<file path="config.mk">
export PLATFORM = sky130hd
export DESIGN_NAME = filt_addr_arbiter
export DESIGN_NICKNAME = d
export VERILOG_FILES = /design/src/rtl/filt_addr_pkg.sv /design/src/rtl/filt_addr_arbiter_rr.sv /design/src/rtl/filt_addr_arbiter.sv
export SDC_FILE = /design/constraint.sdc
export NUM_CORES = 1
export LEC_CHECK = 0
export CORE_AREA = 3 3 155 157
export CTS_CLUSTER_SIZE = 8
export DETAILED_ROUTE_END_ITERATION = 6
export DIE_AREA = 0 0 158 160
export PLACE_DENSITY = 0.69
export SLEW_MARGIN = 20
export SYNTH_ARGS = -nofsm -noshare
export SYNTH_HDL_FRONTEND = slang
export SYNTH_SLANG_ARGS = --single-unit
</file>
<file path="constraint.sdc">
create_clock -name clk_i -period 6.2 [get_ports clk_i]
set_input_delay 1.24 -clock clk_i [delete_from_list [all_inputs] [get_ports clk_i]]
set_output_delay 1.24 -clock clk_i [all_outputs]
set_load 0.02 [all_outputs]
</file>
<file path="src/rtl/filt_addr_pkg.sv">
// Shared constants and FSM state type for the filter address arbiter and the
// filt_address_calc block it drives.
package filt_addr_pkg;

  localparam int ADDR_W_DEF   = 32;
  localparam int CALC_LAT_DEF = 1;
  localparam int LAT_CNT_W    = 2;   // wide enough for CALC_LAT up to 3

  typedef enum logic [1:0] {
    ST_IDLE = 2'd0,
    ST_LOAD = 2'd1,
    ST_RUN  = 2'd2,
    ST_GAP  = 2'd3
  } arb_state_e;

endpackage

</file>
<file path="src/rtl/filt_addr_arbiter_rr.sv">
// Round-robin picker: the search starts one past the last accepted requester,
// giving a one-hot grant plus its index. last_q moves only when accept_i is high.
module rr_arbiter #(
  parameter int NUM_REQ = 4
) (
  input  logic                       clk_i,
  input  logic                       rst_n_i,
  input  logic [NUM_REQ-1:0]         req_i,
  input  logic                       accept_i,
  output logic [NUM_REQ-1:0]         gnt_o,
  output logic [$clog2(NUM_REQ)-1:0] idx_o,
  output logic                       valid_o
);

  localparam int IDX_W = $clog2(NUM_REQ);

  logic [IDX_W-1:0] last_q;
  logic [IDX_W-1:0] cand_idx;

  always_comb begin
    gnt_o    = '0;
    idx_o    = '0;
    valid_o  = 1'b0;
    cand_idx = '0;
    // Walk from last+1 around the ring; the first hit wins.
    for (int k = 1; k <= NUM_REQ; k++) begin
      cand_idx = IDX_W'((int'(last_q) + k) % NUM_REQ);
      if (!valid_o && req_i[cand_idx]) begin
        valid_o = 1'b1;
        idx_o   = cand_idx;
      end
    end
    if (valid_o) gnt_o[idx_o] = 1'b1;
  end

  always_ff @(posedge clk_i or negedge rst_n_i) begin
    if (!rst_n_i) begin
      last_q <= IDX_W'(NUM_REQ - 1);
    end else if (accept_i && valid_o) begin
      last_q <= idx_o;
    end
  end

endmodule

</file>
<file path="src/rtl/filt_addr_arbiter.sv">
// Shares one filt_address_calc between NUM_REQ requesters, one burst at a time.
// Optional FILT_ARB_DONE_CHECK_EN adds a sticky err_o that checks calc_done_i.
//
// state | meaning
// IDLE  | wait for a request, latch round-robin winner and its operands
// LOAD  | grant visible, calculator enable rises on the next edge
// RUN   | enable high, wait CALC_LAT cycles, then one address beat per cycle
// GAP   | enable and grant low for one cycle before accepting again
module filt_addr_arbiter
  import filt_addr_pkg::*;
#(
  parameter int NUM_REQ  = 4,
  parameter int ADDR_W   = ADDR_W_DEF,
  parameter int CALC_LAT = CALC_LAT_DEF
) (
  input  logic                        clk_i,
  input  logic                        rst_n_i,
  input  logic [NUM_REQ-1:0]          req_i,
  input  logic [NUM_REQ*ADDR_W-1:0]   req_offset_i,
  input  logic [NUM_REQ*ADDR_W-1:0]   req_filesize_i,
  output logic [NUM_REQ-1:0]          gnt_o,
  output logic                        addr_valid_o,
  output logic [ADDR_W-1:0]           addr_out_o,
  output logic [NUM_REQ-1:0]          burst_done_o,
  output logic [ADDR_W-1:0]           calc_offset_o,
  output logic [ADDR_W-1:0]           calc_filesize_o,
  output logic                        calc_enable_o,
  input  logic [ADDR_W-1:0]           calc_addr_i,
  input  logic                        calc_done_i
`ifdef FILT_ARB_DONE_CHECK_EN
  ,
  output logic                        err_o
`endif
);

  localparam int IDX_W = $clog2(NUM_REQ);

  arb_state_e           state_q, state_d;
  logic [NUM_REQ-1:0]   win_oh_q, win_oh_d;
  logic                 gnt_q, gnt_d;
  logic                 zero_q, zero_d;
  logic                 en_q, en_d;
  logic [ADDR_W-1:0]    off_q, off_d;
  logic [ADDR_W-1:0]    fs_q, fs_d;
  logic [LAT_CNT_W-1:0] lat_q, lat_d;
  logic [ADDR_W-1:0]    beat_q, beat_d;

  logic [NUM_REQ-1:0]   arb_gnt;
  logic [IDX_W-1:0]     arb_idx;
  logic                 arb_valid;
  logic                 accept;
  logic                 beat_fire;
  logic                 last_fire;
  logic [ADDR_W-1:0]    sel_offset;
  logic [ADDR_W-1:0]    sel_filesize;

  rr_arbiter #(
    .NUM_REQ (NUM_REQ)
  ) u_rr (
    .clk_i    (clk_i),
    .rst_n_i  (rst_n_i),
    .req_i    (req_i),
    .accept_i (accept),
    .gnt_o    (arb_gnt),
    .idx_o    (arb_idx),
    .valid_o  (arb_valid)
  );

  assign sel_offset   = req_offset_i[arb_idx*ADDR_W +: ADDR_W];
  assign sel_filesize = req_filesize_i[arb_idx*ADDR_W +: ADDR_W];

  assign beat_fire = (state_q == ST_RUN) && (lat_q == LAT_CNT_W'(CALC_LAT));
  assign last_fire = beat_fire && (beat_q == fs_q - ADDR_W'(1));

  always_comb begin
    state_d      = state_q;
    win_oh_d     = win_oh_q;
    gnt_d        = gnt_q;
    zero_d       = zero_q;
    en_d         = en_q;
    off_d        = off_q;
    fs_d         = fs_q;
    lat_d        = lat_q;
    beat_d       = beat_q;
    accept       = 1'b0;
    addr_valid_o = 1'b0;
    burst_done_o = '0;

    case (state_q)
      ST_IDLE: begin
        if (arb_valid) begin
          accept   = 1'b1;
          win_oh_d = arb_gnt;
          off_d    = sel_offset;
          fs_d     = sel_filesize;
          if (sel_filesize == '0) begin
            // Empty burst: skip the calculator, report done from GAP.
            zero_d  = 1'b1;
            gnt_d   = 1'b0;
            state_d = ST_GAP;
          end else begin
            zero_d  = 1'b0;
            gnt_d   = 1'b1;
            state_d = ST_LOAD;
          end
        end
      end
      ST_LOAD: begin
        en_d    = 1'b1;
        lat_d   = '0;
        beat_d  = '0;
        state_d = ST_RUN;
      end
      ST_RUN: begin
        if (beat_fire) begin
          addr_valid_o = 1'b1;
          beat_d       = beat_q + ADDR_W'(1);
          if (last_fire) begin
            burst_done_o = win_oh_q;
            gnt_d        = 1'b0;
            en_d         = 1'b0;
            state_d      = ST_GAP;
          end
        end else begin
          lat_d = lat_q + LAT_CNT_W'(1);
        end
      end
      ST_GAP: begin
        if (zero_q) burst_done_o = win_oh_q;
        zero_d  = 1'b0;
        state_d = ST_IDLE;
      end
      default: begin
        state_d = ST_IDLE;
      end
    endcase
  end

  always_ff @(posedge clk_i or negedge rst_n_i) begin
    if (!rst_n_i) begin
      state_q  <= ST_IDLE;
      win_oh_q <= '0;
      gnt_q    <= 1'b0;
      zero_q   <= 1'b0;
      en_q     <= 1'b0;
      off_q    <= '0;
      fs_q     <= '0;
      lat_q    <= '0;
      beat_q   <= '0;
    end else begin
      state_q  <= state_d;
      win_oh_q <= win_oh_d;
      gnt_q    <= gnt_d;
      zero_q   <= zero_d;
      en_q     <= en_d;
      off_q    <= off_d;
      fs_q     <= fs_d;
      lat_q    <= lat_d;
      beat_q   <= beat_d;
    end
  end

  assign gnt_o           = gnt_q ? win_oh_q : '0;
  assign addr_out_o      = calc_addr_i;
  assign calc_offset_o   = off_q;
  assign calc_filesize_o = fs_q;
  assign calc_enable_o   = en_q;

`ifdef FILT_ARB_DONE_CHECK_EN
  logic err_q, err_d;

  // calc_done_i must be high exactly on the final beat of each burst.
  always_comb begin
    err_d = err_q;
    if (beat_fire && (calc_done_i != last_fire)) err_d = 1'b1;
  end

  always_ff @(posedge clk_i or negedge rst_n_i) begin
    if (!rst_n_i) err_q <= 1'b0;
    else          err_q <= err_d;
  end

  assign err_o = err_q;
`else
  logic unused_calc_done;
  assign unused_calc_done = calc_done_i;
`endif

endmodule
</file>
# Word level (Yosys, flattened, before mapping)
# Index checks and enable logic that the tools add are counted.
# classes
add_sub_neg	7
order_cmp	6
eq_ne	9
shift	2
n_mux	45
n_reduce_logical	22
# op_table
cell	count
indexed part select 128 x 8 -> 32 bit	2
one-hot mux 32 bit (2 select lines)	1
adder 32 x 1 -> 32 bit (second input constant)	1
== test 32 bit	1
zero test 32 bit	1
2-to-1 mux 32 bit	1
subtractor 32 x 1 -> 32 bit (second input constant)	1
2-to-1 mux 1 bit	19
2-to-1 mux 2 bit	9
2-to-1 mux 4 bit	4
< comparator 2 x 3 -> 1 bit (second input constant)	5
binary-select mux 1 bit (select 2 bit)	4
one-hot mux 2 bit (4 select lines)	1
one-hot mux 4 bit (2 select lines)	1
AND reduction 2 bit	4
logical AND 1 bit	7
adder 2 x 1 -> 2 bit (second input constant)	3
!= test 2 bit (second input constant)	3
one-hot mux 1 bit (2 select lines)	3
AND reduction 3 bit	2
nonzero test 2 bit	3
adder 2 bit (second input constant)	2
== test 2 x 1 -> 1 bit (second input constant)	2
== test 2 bit (second input constant)	2
other kinds (7)	9
# totals
ff_bits	109
wordCells	101

# Depth between registers and ports, before layout
# Gate-level depths: netlist of the first run.
# logic_depth
ltp_word	18
depth_mapped	12

# Modules after synthesis
# Synthesis of the first run repeated with hierarchy kept, for this count alone.
# hier_totals
cells_unflattened	691
hier_area_um2	7785.0
# modules_own_cells
module	n_inst	cells_each	area_each_um2
filt_addr_arbiter	1	665	7532.2
rr_arbiter	1	26	252.7

# Least setup slack after synthesis of the first run
# OpenSTA, ideal clock, no wires.
# synth_path
kind	reg2out
from	register fs_q[0], in the netlist calc_filesize_o[0]
to	output burst_done_o[0]
arrival_time_ns	2.963
required_ns	4.960
path_slack_ns	1.997
path_stages_with_launch	13
n_path_buf	1
path_cell_list	dfrtp_1 inv_1 ha_1 or4b_2 clkbuf_1 nor4_1 xnor2_1 nand3_1 nor4_1 nand4_1 or3_4 nand2_1 and2_1
# synth_between
elab_chain_len	6
# synth_rtl
item	line	source
from (decl)	filt_addr_arbiter.sv:44	logic [ADDR_W-1:0] fs_q, fs_d;
from (signal assigned)	filt_addr_arbiter.sv:157	fs_q <= fs_d;
subtractor 32 x 1 -> 32 bit	filt_addr_arbiter.sv:73	assign last_fire = beat_fire && (beat_q == fs_q - ADDR_W'(1));
== test 32 bit	filt_addr_arbiter.sv:73	
logical AND 1 bit	filt_addr_arbiter.sv:73	
2-to-1 mux 4 bit	filt_addr_arbiter.sv:118	if (last_fire) begin
2-to-1 mux 4 bit	filt_addr_arbiter.sv:115	if (beat_fire) begin
one-hot mux 4 bit (2 select lines)	filt_addr_arbiter.sv:89	case (state_q)
to (decl)	filt_addr_arbiter.sv:24	output logic [NUM_REQ-1:0] burst_done_o,
# No other way between the ends.

# Final worst setup path of the first run
# layout_path
from	register fs_q[0], in the netlist calc_filesize_o[0]
to	output burst_done_o[3]
# The elaborated chain is that of the path after synthesis.

==> results.toml, run 1 <==
[yosys]
ys.warnings.count = 0
synth_edf_count = 0
syn_inst = 924
seq_area_frac_synth_pct = 33.7
synth_area_per_cell_um2 = 8.76
postSynth.asyncResetShare_pct = 100
syn-num-nets = 1226
ys_ff_latch = 109
ys.flop_type = "dfrtp_1"
synth.distinct_cells = 57
syn_area_mm2 = 0.00810

[clocking]
htree_levels = 3
insertion_delay_ps = 350
cts_sinks = 109
cts_tree = "done"
post_cts.repair.setup_buffers = 0
cts_resized = 0
clock_path_buffers = 2
cts_buffers = 9
clk_pin_slew_ps = 80
clockRootBuffer = "clkbuf_16"
postCtsHoldBufs = 0

[floorplanning]
core_area_mm2 = 0.0226
die_y_um = 160
rows = 55
dieArea_mm2 = 0.0253
pin_count = 401
fp.dieW_um = 158
initial_utilization_pct = 35.8

[outcome]
outcome = "complete, no violations"

[routing]
vias = 7966
drt_iter0_drc = 430
wl_per_cell_um = 19.9
drtPass1Iterations = 6
via_per_inst = 5.38
wl_mm = 29.5
drt_drc_violations_left = 0
detail-route-antenna-nets = 0

[timing]
worst_pin_slew_ps = 922
relSlewSlack_pct = 38.3
finalHoldViolCount = 0
slew_violations = 0
tns_ps = 0
setup_viol = 0
finalCriticalPeriod_ps = 5420
finalCritPeriodShare_pct = 87.4
fin_skew_ps = 7.99
fmax_mhz = 184
rsz0062_at_grt = "false"

[worst_setup_path]
cp_max_fo = 5
startpoint_type = "flip-flop"
worstPathArrival_ps = 4180
required_ps = 4960
rr_worst_depth = 9
path_class = "reg -> out"
crit_path_end_kind = "primary output"

[global_routing]
grt_pass1_vias = 7997
grt_start_max_net_pins = 76
use_met3_pct = 6.56
grt_pass1_wl_mm = 45.3
grtUsageTotal_pct = 23.0
overflow = 0
grt_use_met1_pct = 28.6
met2_usage_pct = 38.4
busiest_layer = "met2"
grt_antenna_before_repair = 1

[min_path]
whs_path_depth = 1
hold_class = "reg -> reg"

[placed_design]
gp_congestion = 0.860
dp.final_hpwl_mm = 23.5
port_buffers = 335
place_area_mm2 = 0.0114

[finish]
area_delta_synth_final_pct = 45.4
nNetsFinal = 1491
final_layout_size_suffix_gt1_share_pct = 6.20
stdcell_area_mm2 = 0.0118

[pwr]
cellPowerDensity_mw_per_mm2 = 416
ir_worst_vdd_v = 0.000206
leakagePower_nw = 4.85

[run]
drv_cap = 0
## stage by stage
stage | total power (W) | cells | worst slack (ps) | utilization [%] | hold WS, ps
after global routing | 0.00525 | 1480 | 542 | 52.0 | 493
after detailed placement | 0.00426 | 1463 | 1040 | 50.5 | 465
after floorplan | 0.00313 | 924 | 2000 | - | 447
after global placement | 0.00422 | 1463 | 1080 | 50.5 | 459
final | 0.00490 | 1480 | 780 | 52.0 | 477
after CTS | 0.00493 | 1479 | 832 | 52.0 | 482
## per-layer routing
layer / vias up / wire length, um
met5: - / 0
met4: 0 / 940
met3: 54 / 2060
met2: 272 / 14500
met1: 3850 / 12000
li1: 3790 / -
## logic make-up after synthesis
logic type,synth area share [%]
mux,13.7
compound gates,15.0
flops,33.7
fa+ha+maj,1.08
xor+xnor,7.36
simple gates,22.2
buf+inv,6.97
## power by group
group | total (W) | leakage [nW] | internal [W] | switching [W]
combinational | 0.00293 | 3.31 | 0.00134 | 0.00159
clock | 0.000653 | 0.163 | 0.000379 | 0.000274
sequential | 0.00132 | 1.38 | 0.000969 | 0.000348
## synthesized netlist by cell type, types with 14 or more instances
library cell	count	area (um^2)
a21o_1	33	248
and2_1	45	282
nor2_1	55	206
xnor2_1	34	298
mux2_2	28	315
a211oi_1	42	315
nand3_1	24	120
nor4_1	19	119
mux2i_1	79	791
a311oi_1	32	280
inv_1	14	52.6
o21ai_0	22	110
xor2_1	34	298
clkbuf_1	40	150
nand2_1	137	514
dfrtp_1	107	2680
buf_4	32	240
## placed cells by master (no fill, tap or decap), types with 13 or more instances in the layout
| master | synthesis | layout |
|---|---|---|
| clkdlybuf4s50_1 | 0 | 334 |
| nand2_1 | 137 | 137 |
| dfrtp_1 | 107 | 107 |
| mux2i_1 | 79 | 79 |
| nor2_1 | 55 | 55 |
| and2_1 | 45 | 45 |
| a211oi_1 | 42 | 40 |
| xnor2_1 | 34 | 34 |
| xor2_1 | 34 | 34 |
| a21o_1 | 33 | 33 |
| a311oi_1 | 32 | 32 |
| mux2_2 | 28 | 28 |
| nand3_1 | 24 | 24 |
| o21ai_0 | 22 | 22 |
| nor4_1 | 19 | 19 |
| buf_4 | 32 | 15 |
| inv_1 | 14 | 14 |
| nand4_1 | 13 | 13 |
## critical path: stages, from the launching register on
cell and delay (ps):
dfrtp_1 390, inv_1 110, ha_1 240, nor4b_1 570, nand4_1 350, nor4_1 360
xnor2_1 160, and4_1 200, nand4_1 100, or3_4 420, nand2_1 150, and2_1 140
clkdlybuf4s50_1 610
## registers in the layout, indices dropped and copies added, names as in the netlist
name and count:
calc_offset_o 32, win_oh_q 4, u_rr.last_q 2, zero_q 1
beat_q 32, calc_enable_o 1, lat_q 2, gnt_q 1
state_q 2, calc_filesize_o 32
## layout make-up
cell class | count | area (um^2)
sequential | 109 | 2730
fill | 2133 | 10900
timing repair buffer | 349 | 3460
clock buffer | 12 | 256
clock inverter | 4 | 77.6
inverter | 15 | 56.3
tap | 285 | 357
multi-input combinational | 705 | 4840
antenna | 1 | 2.50
## worst paths after layout
check	start	end	slack [ps]
max	calc_filesize_o[0]	burst_done_o[3]	780
min	calc_offset_o[1]	calc_offset_o[1]	480
max reg2reg	u_rr.last_q[0]	state_q[1]	2340
min reg2reg	calc_offset_o[1]	calc_offset_o[1]	480
max in group asynchronous	rst_n_i	beat_q[1]	4070
min in group asynchronous	rst_n_i	calc_filesize_o[18]	980
(Power assumes the default switching activity.)
==> inputs of run 2 (changes only) <==
==> constraint.sdc (replaced) <==
create_clock -name clk_i -period 6.4 [get_ports clk_i]
set_input_delay 1.28 -clock clk_i [delete_from_list [all_inputs] [get_ports clk_i]]
set_output_delay 1.28 -clock clk_i [all_outputs]
set_load 0.02 [all_outputs]
==> run 2 against run 1 <==
Die area did not move. Hold slack hardly changed. Worst setup slack improved by 230 ps. First-iteration DRC count is 0.23% lower. Core utilization down 0.20 points. Register-to-register slack gained 80 ps. Critical path type unchanged. Cell count hardly changed. Sequential power down 3%. Total power shrank 4.5%.
==> results.toml, run 2 (synthesis gave the netlist of run 1 again) <==
[placed_design]
gp_congestion = 0.854
port_buffers = 335
dp.final_hpwl_mm = 23.3

[global_routing]
met2_usage_pct = 37.6
grt_start_max_net_pins = 86
grt_use_met1_pct = 28.2
use_met3_pct = 7.86
busiest_layer = "met2"
grtUsageTotal_pct = 23.0
grt_antenna_before_repair = 3
overflow = 0
grt_pass1_wl_mm = 45.2
grt_pass1_vias = 7735

[worst_setup_path]
path_buf_inv = 2
crit_path_end_kind = "primary output"
cp_max_fo = 5
r2r_slack_ps = 2420
slowest_stage = "clkdlybuf4s50_1"
path_class = "reg -> out"
startpoint = "calc_filesize_o[0]"
reg2reg_from = "u_rr.last_q[0]"
startpoint_type = "flip-flop"
path_common_cell = "nand4_1"
max_stage_delay_ps = 620
worstPathArrival_ps = 4110
path_cells = "inv_1 > ha_1 > nor4b_1 > nand4_1 > nor4_1 > xnor2_1 > and4_1 > nand4_1 > or3_4 > nand2_1 > and2_1 > clkdlybuf4s50_1"
crit_family = "simple AND/OR/NAND/NOR gates"
required_ps = 5120

[timing]
finalCriticalPeriod_ps = 5390
finalCritPeriodShare_pct = 84.2
fmax_mhz = 185
relSlewSlack_pct = 25.2
finalHoldViolCount = 0
setup_viol = 0
worst_pin_slew_ps = 1120
tns_ps = 0
fin_skew_ps = 11.6
rsz0062_at_grt = "false"
slew_violations = 0

[pwr]
seqPwrFrac_pct = 27.3
leakagePower_nw = 4.82
cellPowerDensity_mw_per_mm2 = 399
p_comb_share_pct = 60.6
ir_worst_vdd_v = 0.000228
sw_frac_of_total_pct = 45.9
p_int_w = 0.00253
clockPowerShare_pct = 12.1
p_sw_w = 0.00215
power_w = 0.00468

[outcome]
outcome = "complete, no violations"

[floorplanning]
initial_utilization_pct = 35.8
rows = 55
dieArea_mm2 = 0.0253
die_y_um = 160
core_area_mm2 = 0.0226
pin_count = 401
fp.dieW_um = 158

[clocking]
clock_path_buffers = 2
cts_tree = "done"
postCtsHoldBufs = 0
cts_buffers = 9
post_cts.repair.setup_buffers = 0
clockRootBuffer = "clkbuf_16"
cts_resized = 0
insertion_delay_ps = 360
cts_sinks = 109
clk_pin_slew_ps = 70
htree_levels = 3

[finish]
nNetsFinal = 1490
final_util_pct = 51.8
layout_commonest_cell = "clkdlybuf4s50_1"
final_cell_mix = "clkdlybuf4s50_1, nand2_1, dfrtp_1, mux2i_1, nor2_1"
final_layout_size_suffix_gt1_share_pct = 6.04
area_delta_synth_final_pct = 44.8

[min_path]
hold_class = "reg -> reg"
hold_start = "calc_offset_o[28]"

[routing]
vias = 7964
wl_per_cell_um = 20.0
via_per_inst = 5.38
drt_iter0_drc = 429
drtPass1Iterations = 5
detail-route-antenna-nets = 0
drt_drc_violations_left = 0
wl_mm = 29.6

[run]
drv_cap = 0
[run 2: cell type report]
| type | count | area [um^2] |
|---|---|---|
| antenna | 3 | 7.51 |
| clock buffer | 14 | 274 |
| clock inverter | 2 | 17.5 |
| fill | 2108 | 10900 |
| inverter | 15 | 56.3 |
| multi-input combinational | 705 | 4840 |
| sequential | 109 | 2730 |
| tap | 285 | 357 |
| timing repair buffer | 348 | 3450 |
[run 2: per-layer routing]
metal,routed length [um],vias up
li1,-,3793
met1,11900,3857
met2,14400,275
met3,2460,39
met4,797,0
met5,0,-
[run 2: worst reg2reg max path, stage by stage (launching register included)]
cell	delay, ps
dfstp_2	550
nand2b_1	190
o21ai_0	170
a211oi_4	960
mux2i_1	330
or4_1	550
nor4b_1	470
nand4_1	240
mux2_2	320
mux2i_1	120
[run 2: final timing paths]
check / end / depth (start not counted)
hold / removal: calc_offset_o[28] / 1
setup / recovery: burst_done_o[0] / 12
hold reg to reg: calc_offset_o[28] / 1
max in group asynchronous: calc_offset_o[26] / 2
setup reg to reg: state_q[1] / 9
min in group asynchronous: calc_filesize_o[18] / 1
[run 2: power by group through the flow]
stage,registers (W),logic (W),clock network [W]
floorplan,0.00141,0.00162,0
global placement,0.00127,0.00281,0
detailed placement,0.00128,0.00284,0
CTS,0.00127,0.00285,0.000580
global route,0.00132,0.00307,0.000609
finish,0.00128,0.00284,0.000567
[run 2: metrics by stage]
| stage | instance area [um^2] | hold WS, ps | setup WS, ps | std cells |
|---|---|---|---|---|
| final | 11700 | 477 | 1010 | 1481 |
| after global routing | 11700 | 496 | 744 | 1481 |
| after CTS | 11700 | 482 | 1010 | 1478 |
| after detailed placement | 11400 | 465 | 1110 | 1462 |
| after global placement | 11400 | 459 | 1100 | 1462 |
| after floorplan | 8100 | 447 | 2160 | 924 |
